[config.mk]
export PLATFORM = sky130hd
export DESIGN_NAME = pgm_ddram_arbiter
export DESIGN_NICKNAME = d
export VERILOG_FILES = /design/src/rtl/pgm_ddram_arbiter.sv
export SDC_FILE = /design/constraint.sdc
export NUM_CORES = 1
export LEC_CHECK = 0
export CORE_ASPECT_RATIO = 0.7
export CORE_MARGIN = 5
export CORE_UTILIZATION = 38
export DETAILED_ROUTE_END_ITERATION = 10
export GPL_TIMING_DRIVEN = 0
export MAX_ROUTING_LAYER = met4
export PLACE_DENSITY = 0.81
export SLEW_MARGIN = 20
export SYNTH_ARGS = -nofsm -noshare
export SYNTH_HDL_FRONTEND = slang
export SYNTH_SLANG_ARGS = --single-unit
[constraint.sdc]
create_clock -name clk -period 1.5 [get_ports clk]
set_input_delay 0.3 -clock clk [delete_from_list [all_inputs] [get_ports clk]]
set_output_delay 0.3 -clock clk [all_outputs]
set_load 0.005 [all_outputs]
[src/rtl/pgm_ddram_arbiter.sv]
// Shares one DDRAM read port among N ROM readers, one read outstanding; optional aging via PGM_ARB_AGING_EN.
// Latency: gnt and ddram_rd one cycle after req in IDLE; rvalid one cycle after ddram_dout_ready in WAIT.
// Backpressure: ddram_busy holds the command in ISSUE; losers keep req high and are served in later IDLE cycles.
module pgm_ddram_arbiter #(
    parameter int N            = 3,
    parameter int AW           = 29,
    parameter int STARVE_LIMIT = 64,
    parameter int AGE_W        = 7
) (
    input  logic            clk,
    input  logic            reset,
    input  logic [N-1:0]    req,
    input  logic [N*AW-1:0] req_addr,
    output logic [N-1:0]    gnt,
    output logic [N-1:0]    rvalid,
    output logic [63:0]     rdata,
    output logic            ddram_rd,
    output logic [AW-1:0]   ddram_addr,
    output logic [7:0]      ddram_burstcnt,
    input  logic [63:0]     ddram_dout,
    input  logic            ddram_dout_ready,
    input  logic            ddram_busy
);

    localparam int IW = (N > 1) ? $clog2(N) : 1;

    typedef enum logic [1:0] {IDLE, ISSUE, WAIT} state_t;

    state_t          state, state_nxt;
    logic [IW-1:0]   owner;
    logic [IW-1:0]   win;
    logic [AW-1:0]   win_addr;
    logic [N-1:0]    urgent;
    logic            grant_en;
    logic            accept_en;
    logic            ret_en;

    if ((1 << AGE_W) <= STARVE_LIMIT) begin : g_cfg_check
        $error("AGE_W too narrow to reach STARVE_LIMIT");
    end

`ifdef PGM_ARB_AGING_EN
    logic [AGE_W-1:0] age [N];

    // Age counts cycles spent requesting without being granted; saturates.
    always_ff @(posedge clk) begin
        for (int i = 0; i < N; i++) begin
            if (reset || !req[i] || gnt[i])
                age[i] <= '0;
            else if (age[i] != {AGE_W{1'b1}})
                age[i] <= age[i] + AGE_W'(1);
        end
    end

    always_comb begin
        urgent = '0;
        for (int i = 0; i < N; i++)
            urgent[i] = req[i] && (age[i] >= AGE_W'(STARVE_LIMIT));
    end
`else
    assign urgent = '0;
`endif

    // Lowest index wins; any urgent requester overrides the plain winner.
    always_comb begin
        win      = '0;
        win_addr = '0;
        for (int i = N - 1; i >= 0; i--)
            if (req[i]) win = IW'(i);
        if (|urgent) begin
            for (int i = N - 1; i >= 0; i--)
                if (urgent[i]) win = IW'(i);
        end
        for (int i = 0; i < N; i++)
            if (win == IW'(i)) win_addr = req_addr[i*AW +: AW];
    end

    always_ff @(posedge clk) begin
        if (reset) state <= IDLE;
        else       state <= state_nxt;
    end

    always_comb begin
        state_nxt = state;
        grant_en  = 1'b0;
        accept_en = 1'b0;
        ret_en    = 1'b0;
        case (state)
            IDLE: begin
                if (|req) begin
                    grant_en  = 1'b1;
                    state_nxt = ISSUE;
                end
            end
            ISSUE: begin
                if (!ddram_busy) begin
                    accept_en = 1'b1;
                    state_nxt = WAIT;
                end
            end
            WAIT: begin
                if (ddram_dout_ready) begin
                    ret_en    = 1'b1;
                    state_nxt = IDLE;
                end
            end
            default: state_nxt = IDLE;
        endcase
    end

    // Returns outside WAIT never reach ret_en, so stray or post-reset data is dropped.
    always_ff @(posedge clk) begin
        if (reset) begin
            gnt        <= '0;
            rvalid     <= '0;
            rdata      <= '0;
            ddram_rd   <= 1'b0;
            ddram_addr <= '0;
            owner      <= '0;
        end else begin
            gnt    <= '0;
            rvalid <= '0;
            if (grant_en) begin
                gnt        <= N'(1) << win;
                ddram_addr <= win_addr;
                owner      <= win;
                ddram_rd   <= 1'b1;
            end
            if (accept_en)
                ddram_rd <= 1'b0;
            if (ret_en) begin
                rdata  <= ddram_dout;
                rvalid <= N'(1) << owner;
            end
        end
    end

    assign ddram_burstcnt = 8'd1;

endmodule

# Word-level counts from Yosys, hierarchy flattened
# Index checks and enable logic that the tools add are counted.
# totals
ff_bits	104
in_bits	158
output_inout_bits	108
elab_cells	41
# op_classes
eq_ne	7
shifts	2
muxes	16
n_bitwise	2
reduce_logical	7
# op_table
operator	count
$mux 29	3
$mux 2	6
$mux 1	6
$ne 2x2->1 const B	3
$pmux 2 s3	1
$reduce_or 2->1	3
$shl 1x2->3 const A	2
$eq 2x1->1 const B	2
$eq 2x2->1 const B	2
$logic_not 2->1	2
$reduce_and 3->1	1
$reduce_or 3->1	1
$not 1->1	2

# Depth between registers and ports, before layout
# Gate-level depths: netlist of run 1.
# depth
ltp_word	7
depth_mapped	6

# Worst setup path after synthesis of run 1
# Ideal clock, no wire load.
# synth_path
kind	in2reg
start	input req[2]
end	register ddram_addr[0]
arrival_ps	1234
t_required_ps	1367
slack_ps	133
cell_stages	6
path_cell_list	buf_2 or3_1 buf_2 buf_6 a21oi_1 a311oi_1
# synth_via
elab_chain_cells	7
elab_cells_between_ends	12
classes_between	eq/ne (2); mux (8); reduce/logical (2)
# synth_lines
element	line	rtl
start: declaration	12	input logic [N-1:0] req,
$mux 2 (3 in series)	69	if (req[i]) win = IW'(i);
$logic_not 2->1	75	if (win == IW'(i)) win_addr = req_addr[i*AW +: AW];
$mux 29 (3 in series)	75	
end signal: assignment	125	ddram_addr <= win_addr;
end: declaration	18	output logic [AW-1:0] ddram_addr,
# Parallel ways exist; a longest one is shown, timed or not.
# A chain may end at the register's enable or synchronous reset.

# Final worst setup path of run 1
# layout_path
start	register gnt[1]
end	output gnt[1]
# layout_rtl
element	line	rtl
start: declaration	14	output logic [N-1:0] gnt,
start signal: assignment	124	gnt <= N'(1) << win;
# No word-level cell between the ends.

==> results of run 1 <==
[layout make-up]
type	count	area [um^2]	area share
inverter	1	3.754	0.0004867
sequential	104	2102	0.2726
timing repair buffer	253	2630	0.3410
clock buffer	10	229.0	0.02969
multi-input combinational	407	2096	0.2717
clock inverter	6	91.34	0.01184
buffer	62	364.1	0.04721
tap	157	196.4	0.02547
[state kept, by name, summed over array words and instances, names as in the netlist]
name / cells
state: 2
ddram_rd: 1
rvalid: 3
rdata: 64
gnt: 3
ddram_addr: 29
owner: 2
[timing repair]
action / in CTS / in global routing
setup buffers: 0 / 0
pin swaps: 0 / 0
hold endpoints to repair: 0 / 0
resized for setup: 43 / 78
endpoints found under the setup margin: 43 / 139
[metal layers]
layer,up-vias,share of wire,GRT usage
met4,0,0.022,0.05808
met2,189,0.48,0.3694
met1,2323,0.43,0.2754
li1,2458,-,-
met3,30,0.072,0.06780
met5,-,0,-
[worst reg2reg max path: stages (launching register included)]
cell	delay (ns)
dfxtp_2	0.35
or2_1	0.22
buf_2	0.15
nor2_2	0.14
buf_6	0.17
buf_6	0.15
a311oi_1	0.09
[report_power, final]
part	leakage, nW	internal [mW]	switching, mW	total [mW]
clock network	0.151	1.47	1.00	2.47
logic	2.92	0.744	0.533	1.28
registers	0.854	2.90	0.0747	2.97
[kinds of logic after synthesis]
logic type / after synthesis / synth area share
multiplexers: 1 / 0.002225
AO/OA/AOI/OAI: 160 / 0.2225
AND/OR/NAND/NOR: 238 / 0.2334
flip-flops: 104 / 0.4629
buffers and inverters: 63 / 0.07733
other: 2 / 0.001670
[per-stage QoR]
step / hold slack (ns) / setup slack (ns)
global placement: 0.4417 / -0.2462
floorplan: 0.4310 / 0.1329
CTS: 0.3693 / 0.0004403
finish: 0.3874 / 0.02301
global route: 0.3811 / -0.009617
detailed placement: 0.4475 / -0.2876
[cells in the final DEF, fill, tap and decap left out, types with 2 or more instances in the layout]
| cell type | count |
|---|---|
| a21o_1 | 29 |
| a21oi_1 | 97 |
| a311oi_1 | 29 |
| buf_2 | 19 |
| buf_4 | 9 |
| buf_6 | 6 |
| bufinv_16 | 2 |
| clkbuf_1 | 19 |
| clkbuf_16 | 9 |
| clkbuf_2 | 2 |
| clkbuf_4 | 7 |
| clkdlybuf4s50_1 | 160 |
| clkinvlp_4 | 2 |
| conb_1 | 8 |
| dfxtp_1 | 88 |
| dfxtp_2 | 16 |
| dlygate4sd2_1 | 36 |
| dlymetal6s2s_1 | 57 |
| nand2_1 | 187 |
| nand3b_1 | 30 |
| nor2_1 | 4 |
| nor2_2 | 2 |
| nor3_1 | 3 |
| nor3b_1 | 3 |
| nor4b_1 | 2 |
| o21ai_0 | 2 |
[worst max-delay path by stage]
stage	start	endpoint	slack, ns	cells past startpoint
global placement	ddram_dout_ready	rdata[0]$_SDFFE_PP0P_	-0.25	6
global route	rdata[58]$_SDFFE_PP0P_	rdata[58]	-0.01	1
floorplan	req[2]	ddram_addr[0]$_SDFFE_PP0P_	0.13	6
CTS	ddram_addr[20]$_SDFFE_PP0P_	ddram_addr[20]	0.0004	1
finish	gnt[1]$_SDFF_PP0_	gnt[1]	0.02	1
detailed placement	ddram_dout_ready	rdata[48]$_SDFFE_PP0P_	-0.29	6
==> key figures, run 1 <==
Power and ir drop
  – Leak: between 3 and 4 nW
  – Max VDD drop: between 0.0005 and 0.0006 V
  – Pwr Density: slightly below 900 nW/um^2
  – Pwr Total: approximately 6.7 mW

Clocking
  – CTS Hold Bufs: 0
  – CTS tree: built
  – Number of H-tree levels: 3
  – CTS sink cnt: ~100
  – Root Buffer: clkbuf_16
  – Worst-Skew Late Latency: about 0.33 ns
  – Number of CTS-inserted buffers: 9
  – Max clock buf depth: 2
  – Clk slew on worst S/H paths: 0.07 ns

Synthesis
  – Cell Area, Synth: about 4500 um^2
  – Post-synth top cells: nand2_1, dfxtp_1, a21oi_1
  – Ys async rst share: 0
  – Flops & latches, synth: roughly 100
  – Mean Syn Cell Area: slightly below 8 um^2
  – Syn Inst Count: between 500 and 600
  – Synth warn: 0
  – Yosys cell types: 29
  – Number of synthesized flops with an enable pin: 0
  – Top-area cell type share of the netlist area: 0.4629
  – Most used DFF post-synth: dfxtp_1
  – Most frequent cell after synthesis: nand2_1
  – Post-synthesis sequential area ratio: 0.4629
  – Synth area leader: dfxtp_1
  – Synth top area cells: dfxtp_1, nand2_1, a21oi_1

Die
  – Die Y: around 100 um
  – Top Ports: between 200 and 300
  – Die area: around 14000 um^2
  – Core area: around 12000 um^2
  – FP Rows: 33
  – Die Wd: between 100 and 150 um
  – Initial Util: 0.3863

Place
  – Placed cell area: approximately 7200 um^2
  – Detailed Place HPWL: 13020 um
  – Port Buffers: around 250
  – Placed Cells incl. Taps: roughly 980
  – Placer Congestion: about 0.90

Layout
  – Antenna diodes: 0
  – Layout cells sized above 1: 0.09134
  – NumNets Final: between 900 and 1000
  – # fillers: around 960
  – Area Overhead vs Synth: 71.46%
  – Finished Cell Area: between 7000 and 8000 um^2
  – Final Core Density: 0.6624
  – Final instance count without filler cells: 1000

Setup path
  – Crit-path max cell delay: 0.53 ns
  – Top delay family on crit path: buffers and inverters
  – Buf/Inv on CP: 1
  – Critical-path cell list: clkdlybuf4s50_1
  – Critical Path RT: between 1 and 1.5 ns
  – Reg2reg path depth: 6
  – Crit path max fanout: 1
  – Startpoint Class: flip-flop
  – WP data arrival: 1.18 ns
  – Crit-path slowest cell: clkdlybuf4s50_1
  – RR Endpoint: ddram_addr[24]$_SDFFE_PP0P_
  – R2R Path Start: state[0]$_SDFFE_PP0P_
  – Flop2flop setup slack: 0.09 ns
  – Worst Setup End Kind: primary output
  – Kind of critical path: reg -> out

STA
  – Slew at the pin closest to its max-slew limit: about 0.55 ns
  – Final min period: 1.477 ns
  – # setup viols final: 0
  – Final Hold Viols: 0
  – Max Freq: between 600 and 700 MHz
  – Setup_tns: 0 ns
  – Worst rel slew slack: 0.6352
  – Max Clock Skew: 0.005295 ns
  – Fin crit share: 0.9847
  – Final-report max-slew violation count: 0
  – RSZ-0062 raised after global routing: yes

Min path
  – Hold path startpoint: req[0]
  – Hold Crit Depth: 3
  – Hold WC Path Type: in -> reg
  – Hold-critical path endpoint: ddram_addr[28]$_SDFFE_PP0P_

Global routing
  – Initial antenna violation count: 0
  – Vias in the first global route: 5000
  – GRT overflow: 0
  – Largest net degree at the start of global routing: 18
  – First-pass GRT wire length: approximately 25000 um
  – Gr usage total: 0.2259

Outcome
  – Run status: finished, final reports clean

Detailed routing
  – Post-route DRC violation count: 0
  – Vias per Instance: ~5.0
  – Pre-Repair DR Iteration Count: 4
  – WL/cell: 16.48 um
  – Vias: 5000
  – Detailed router's first-iteration violation count: 230
  – Routed Antenna Nets: 0
  – Routed Wire Length: approximately 16000 um

Job
  – MaxCap Viol Count: 0
Note: power is estimated with default switching activity, not from simulation.
==> inputs of run 2 (changes only) <==
- CELL_PAD_IN_SITES_DETAIL_PLACEMENT: unset -> 0
- CELL_PAD_IN_SITES_GLOBAL_PLACEMENT: unset -> 1
- CORE_UTILIZATION: 38 -> 26
- GPL_TIMING_DRIVEN: 0 -> unset
- PLACE_DENSITY: 0.81 -> unset
- PLACE_DENSITY_LB_ADDON: unset -> 0.1
- SETUP_SLACK_MARGIN: unset -> 0.15
==> key figures, run 2 (same netlist as run 1, synthesis figures left out) <==
Outcome
  – Run status: finished, final reports clean (unchanged)

Setup path
  – Worst Setup End Kind: flip-flop (was primary output)
  – Crit path max fanout: 11 (was 1)
  – Startpoint Class: input port (was flip-flop)
  – Crit-path max cell delay: 0.28 ns (was 0.53 ns)
  – Flop2flop setup slack: 0.22 ns (was 0.09 ns)
  – WP data arrival: 1.54 ns (was 1.18 ns)
  – Crit path top cell by count: buf_4
  – Critical-path cell list: dlygate4sd2_1 > buf_4 > o21bai_4 > buf_4 > buf_12 > nand2_1 > a311oi_1 (was clkdlybuf4s50_1)
  – R2R Path Start: state[1]$_SDFFE_PP0P_ (was state[0]$_SDFFE_PP0P_)
  – Critical Path RT: 1.74 ns (was 1.20 ns)
  – RR Endpoint: ddram_addr[1]$_SDFFE_PP0P_ (was ddram_addr[24]$_SDFFE_PP0P_)
  – Crit-path slowest cell: dlygate4sd2_1 (was clkdlybuf4s50_1)
  – Reg2reg path depth: 4 (was 6)
  – Kind of critical path: in -> reg (was reg -> out)

Layout
  – Max FFs per register: 64 (unchanged)
  – Finished Cell Area: 7672 um^2 (was 7712 um^2)
  – NumNets Final: 967 (was 996)
  – Multi-input logic area: 2183 um^2 (was 2096 um^2)
  – Top reg by flops: rdata (unchanged)
  – Area Overhead vs Synth: 70.57% (was 71.46%)
  – Antenna diodes: 0 (unchanged)
  – Reg area: 2097 um^2 (was 2102 um^2)
  – Most frequent cells in the layout: nand2_1, clkdlybuf4s50_1, dlygate4sd2_1 (was nand2_1, clkdlybuf4s50_1, a21oi_1)
  – # fillers: 1687 (was 961)
  – Commonest non-fill, non-tap cell in the layout: nand2_1 (unchanged)
  – Layout cells sized above 1: 0.09828 (was 0.09134)
  – Regs by FF count: rdata x64, ddram_addr x29 (unchanged)

Min path
  – Hold-critical path endpoint: rdata[12]$_SDFFE_PP0P_ (was ddram_addr[28]$_SDFFE_PP0P_)
  – Hold path startpoint: reset (was req[0])
  – Hold Crit Depth: 2 (was 3)
  – Hold WC Path Type: in -> reg (unchanged)

Power and ir drop
  – Leak: 3.196 nW (was 3.921 nW)
  – Max VDD drop: 0.0005479 V (was 0.0005650 V)
  – Pwr Density: 881.7 nW/um^2 (was 872.1 nW/um^2)

Die
  – Die Y: 120.0 um (was 101.0 um)
  – Die Wd: 167.2 um (was 140.0 um)
  – Top Ports: 266 (unchanged)
  – Initial Util: 0.2636 (was 0.3863)
  – FP Rows: 40 (was 33)
  – Die area: 20070 um^2 (was 14150 um^2)
  – Core area: 17070 um^2 (was 11640 um^2)

Detailed routing
  – Pre-Repair DR Iteration Count: 4 (unchanged)
  – Routed Antenna Nets: 0 (unchanged)
  – Top routing layer used: met4 (unchanged)
  – Routed wl met2: 7799 um (was 7851 um)
  – Routed Wire Length: 16910 um (was 16480 um)
  – Detailed router's first-iteration violation count: 189 (was 230)
  – WL/cell: 16.18 um (was 16.48 um)
  – Metal-1 WL: 7647 um (was 7085 um)
  – WL met3: 1229 um (was 1187 um)
  – Vias: 4809 (was 5000)
  – Vias per Instance: 4.602 (was 5.000)
  – Post-route DRC violation count: 0 (unchanged)

Global routing
  – Vias in the first global route: 5008 (was 5000)
  – Largest net degree at the start of global routing: 43 (was 18)
  – Gr usage total: 0.1654 (was 0.2259)
  – First-pass GRT wire length: 26300 um (was 25100 um)
  – GRT overflow: 0 (unchanged)
  – Initial antenna violation count: 0 (unchanged)

Clocking
  – Max clock buf depth: 2 (unchanged)
  – Clk slew on worst S/H paths: 0.07 ns (about the same)
  – Worst-Skew Late Latency: 0.34 ns (was 0.33 ns)
  – CTS sink cnt: 104 (unchanged)
  – CTS tree: built (unchanged)
  – Number of CTS-inserted buffers: 9 (unchanged)
  – Number of H-tree levels: 3 (unchanged)
  – Root Buffer: clkbuf_16 (unchanged)

STA
  – Final Hold Viols: 0 (unchanged)
  – Setup_tns: 0 ns (unchanged)
  – Final-report max-slew violation count: 0 (unchanged)
  – Worst hold margin: 0.4252 ns (was 0.3874 ns)
  – Max Clock Skew: 0.01107 ns (was 0.005295 ns)
  – Final min period: 1.299 ns (was 1.477 ns)
  – Fin crit share: 0.8662 (was 0.9847)
  – RSZ-0062 raised after global routing: no (was yes)
  – # setup viols final: 0 (unchanged)
  – Max Freq: 769.7 MHz (was 677.1 MHz)

Job
  – MaxCap Viol Count: 0 (unchanged)

Place
  – Port Buffers: 257 (was 253)
  – Placer Congestion: 0.7568 (was 0.9048)
  – Detailed Place HPWL: 12350 um (was 13020 um)
  – Placed cell area: 7342 um^2 (was 7249 um^2)
[run 2: cell count changes in the layout (fill, tap and decap cells not counted), moves of 5 or more]
cell and delta:
a21oi_1 -10, a21oi_2 +10, a311oi_1 -5, a311oi_2 +5, buf_12 +7, buf_2 -18
buf_4 +8, clkbuf_1 -19, clkbuf_4 -6, clkdlybuf4s50_1 -7, dlygate4sd2_1 +66, dlymetal6s2s_1 -57
[run 2: final cells by class]
type                       count  area share
inverter                       1   0.0004892
timing repair buffer         286      0.3632
tap                          231     0.03767
clock inverter                 6    0.009622
sequential                   104      0.2733
clock buffer                  10     0.03115
multi-input combinational    407      0.2846
[run 2: worst max-delay path by stage]
| stage | start | to | cells past startpoint |
|---|---|---|---|
| CTS | state[0]$_SDFFE_PP0P_ | ddram_addr[9]$_SDFFE_PP0P_ | 4 |
| global placement | req[2] | ddram_addr[28]$_SDFFE_PP0P_ | 5 |
| detailed placement | req[2] | ddram_addr[16]$_SDFFE_PP0P_ | 5 |
| global route | req[2] | ddram_addr[16]$_SDFFE_PP0P_ | 7 |
| finish | req[2] | ddram_addr[3]$_SDFFE_PP0P_ | 7 |
| floorplan | req[2] | ddram_addr[10]$_SDFFE_PP0P_ | 6 |
[run 2: stage by stage]
| step | utilization | setup slack (ns) | total power, mW | instances |
|---|---|---|---|---|
| after floorplan | - | 0.1441 | 3.565 | 574 |
| after global placement | 0.4302 | -0.2660 | 4.381 | 1025 |
| after detailed placement | 0.4302 | -0.3738 | 4.399 | 1025 |
| after CTS | 0.4465 | 0.1674 | 6.866 | 1045 |
| after global routing | 0.4496 | 0.1565 | 7.114 | 1045 |
| final | 0.4496 | 0.2008 | 6.765 | 1045 |
[run 2: routing by layer]
metal / vias up / GRT usage
li1: 2400 / -
met1: 2231 / 0.2018
met2: 163 / 0.2695
met3: 15 / 0.05367
met4: 0 / 0.03700
met5: - / -
[run 2: power by group]
part / total [mW] / switching [mW] / internal (mW)
registers: 2.98 / 0.0823 / 2.90
clock network: 2.46 / 1.10 / 1.36
logic: 1.32 / 0.548 / 0.773
total: 6.76 / 1.73 / 5.04
[run 2: what timing repair did]
action                     4_1_cts  5_1_grt
setup endpoints to repair      141       84
hold buffers                     0        0
pin swaps                        1        2
gates cloned                     2        0
gates resized for setup        119       13
setup buffers                    2        0
[run 2: worst max-delay path: cells and delay by family]
| kind | cells | cell delay [ns] |
|---|---|---|
| buf+inv | 4 | 0.73 |
| compound gates | 2 | 0.44 |
| simple gates | 1 | 0.06 |
==> inputs of run 3 (changes only) <==
- MAX_ROUTING_LAYER: met4 -> unset
==> key figures, run 3 (same netlist as run 1, synthesis figures left out) <==
Setup path
  – Reg2reg path depth: 4 (unchanged)
  – WP data arrival: 1.54 ns (about the same)
  – Critical Path RT: 1.74 ns (about the same)
  – Worst Setup SP: req[2] (unchanged)
  – Startpoint Class: input port (unchanged)
  – Kind of critical path: in -> reg (unchanged)
  – Crit path max fanout: 11 (unchanged)
  – Flop2flop setup slack: 0.21 ns (was 0.22 ns)
  – Worst Setup End Kind: flip-flop (unchanged)
  – R2R Path Start: state[1]$_SDFFE_PP0P_ (unchanged)
  – RR Endpoint: ddram_addr[1]$_SDFFE_PP0P_ (unchanged)

STA
  – Fin crit share: 0.8671 (was 0.8662)
  – Worst hold margin: 0.4234 ns (was 0.4252 ns)
  – # setup viols final: 0 (unchanged)
  – Final Hold Viols: 0 (unchanged)
  – Setup_tns: 0 ns (unchanged)
  – Max Clock Skew: 0.01094 ns (was 0.01107 ns)
  – Final min period: 1.301 ns (was 1.299 ns)
  – Max Freq: 768.9 MHz (was 769.7 MHz)
  – Fin worst setup slack: 0.1994 ns (was 0.2008 ns)
  – RSZ-0062 raised after global routing: no (unchanged)
  – Final-report max-slew violation count: 0 (unchanged)

Die
  – Top Ports: 266 (unchanged)
  – FP Rows: 40 (unchanged)
  – Initial Util: 0.2636 (unchanged)
  – Die Wd: 167.2 um (unchanged)
  – Die Y: 120.0 um (unchanged)
  – Die area: 20070 um^2 (unchanged)
  – Core area: 17070 um^2 (unchanged)

Global routing
  – First-pass GRT wire length: 26370 um (was 26300 um)
  – Initial antenna violation count: 0 (unchanged)
  – Gr usage total: 0.1608 (was 0.1654)
  – GRT overflow: 0 (unchanged)
  – Largest net degree at the start of global routing: 43 (unchanged)
  – Vias in the first global route: 4987 (was 5008)

Clocking
  – Number of H-tree levels: 3 (unchanged)
  – Clk slew on worst S/H paths: 0.07 ns (about the same)
  – CTS tree: built (unchanged)
  – CTS sink cnt: 104 (unchanged)
  – CTS Hold Bufs: 0 (unchanged)
  – Root Buffer: clkbuf_16 (unchanged)
  – Max clock buf depth: 2 (unchanged)
  – Worst-Skew Late Latency: 0.34 ns (about the same)
  – Number of CTS-inserted buffers: 9 (unchanged)

Min path
  – Hold WC Path Type: in -> reg (unchanged)
  – Hold path startpoint: reset (unchanged)
  – Hold Crit Depth: 2 (unchanged)
  – Hold-critical path endpoint: rdata[7]$_SDFFE_PP0P_ (was rdata[12]$_SDFFE_PP0P_)

Layout
  – Most frequent cells in the layout: nand2_1, clkdlybuf4s50_1, dlygate4sd2_1 (unchanged)
  – Final Core Density: 0.4496 (unchanged)
  – Top reg by flops: rdata (unchanged)
  – Antenna diodes: 0 (unchanged)
  – Reg area: 2097 um^2 (unchanged)
  – Max FFs per register: 64 (unchanged)
  – Multi-input logic area: 2183 um^2 (unchanged)
  – Layout cells sized above 1: 0.09828 (unchanged)
  – Commonest non-fill, non-tap cell in the layout: nand2_1 (unchanged)
  – Final instance count without filler cells: 1045 (unchanged)
  – NumNets Final: 967 (unchanged)
  – Regs by FF count: rdata x64, ddram_addr x29 (unchanged)
  – # fillers: 1687 (unchanged)
  – Finished Cell Area: 7672 um^2 (unchanged)
  – Area Overhead vs Synth: 70.57% (unchanged)

Place
  – Port Buffers: 257 (unchanged)
  – Placed cell area: 7342 um^2 (unchanged)
  – Placed Cells incl. Taps: 1025 (unchanged)
  – Setup slack at placement: -0.3738 ns (unchanged)
  – Placer Congestion: 0.7473 (was 0.7568)
  – Detailed Place HPWL: 12350 um (unchanged)

Detailed routing
  – Post-route DRC violation count: 0 (unchanged)
  – Routed Antenna Nets: 0 (unchanged)
  – Routed Wire Length: 16870 um (was 16910 um)
  – Vias per Instance: 4.607 (was 4.602)
  – WL/cell: 16.15 um (was 16.18 um)
  – Vias: 4814 (was 4809)
  – Detailed router's first-iteration violation count: 184 (was 189)
  – Pre-Repair DR Iteration Count: 6 (was 4)

Power and ir drop
  – Leak: 3.196 nW (unchanged)
  – Pwr Total: 6.767 mW (was 6.765 mW)
  – Max VDD drop: 0.0005487 V (was 0.0005479 V)
  – Pwr Density: 882.0 nW/um^2 (was 881.7 nW/um^2)

Outcome
  – Run status: finished, final reports clean (unchanged)

Job
  – MaxCap Viol Count: 0 (unchanged)
-- run 3: cell counts in the layout (fill, tap and decap cells not counted) --
No cell type changed its count.
-- run 3: power by group --
| group | internal (mW) | leakage [nW] | switching, mW | total (mW) |
|---|---|---|---|---|
| Combinational | 0.773 | 2.20 | 0.548 | 1.32 |
| Clock | 1.36 | 0.147 | 1.10 | 2.46 |
| Sequential | 2.90 | 0.852 | 0.0823 | 2.98 |
-- run 3: worst max-delay path by stage --
stage,endpoint,slack [ns],cells after the start
2_1_floorplan,ddram_addr[10]$_SDFFE_PP0P_,0.14,6
3_3_place_gp,ddram_addr[28]$_SDFFE_PP0P_,-0.27,5
3_5_place_dp,ddram_addr[16]$_SDFFE_PP0P_,-0.37,5
4_1_cts,ddram_addr[9]$_SDFFE_PP0P_,0.17,4
5_1_grt,ddram_addr[16]$_SDFFE_PP0P_,0.16,7
6_report,ddram_addr[3]$_SDFFE_PP0P_,0.20,7
-- run 3: worst max-delay path: stages --
cell and delay [ns]:
dlygate4sd2_1 0.28, buf_4 0.18, o21bai_4 0.16, buf_4 0.15, buf_12 0.12, nand2_1 0.06
a311oi_1 0.28
-- run 3: final cells by class --
class | instances | area share
Timing Repair Buffer | 286 | 0.3632
Multi-Input combinational cell | 407 | 0.2846
Sequential cell | 104 | 0.2733
Tap cell | 231 | 0.03767
Clock buffer | 10 | 0.03115
Clock inverter | 6 | 0.009622
Inverter | 1 | 0.0004892
-- run 3: repair_timing --
item | in CTS | in global routing
gates resized for setup | 119 | 13
buffers inserted | 2 | 0
pin swaps | 1 | 2
gates cloned | 2 | 0
endpoints found under the hold margin | 0 | 0
endpoints found under the setup margin | 141 | 83
-- run 3: routing by layer --
layer  GRT usage  share of wire  vias to the layer above
met5           0              0                        -
met2      0.2705           0.46                      162
li1            -              -                     2399
met4     0.03700          0.014                        0
met1      0.1944           0.44                     2238
met3     0.06421          0.086                       15
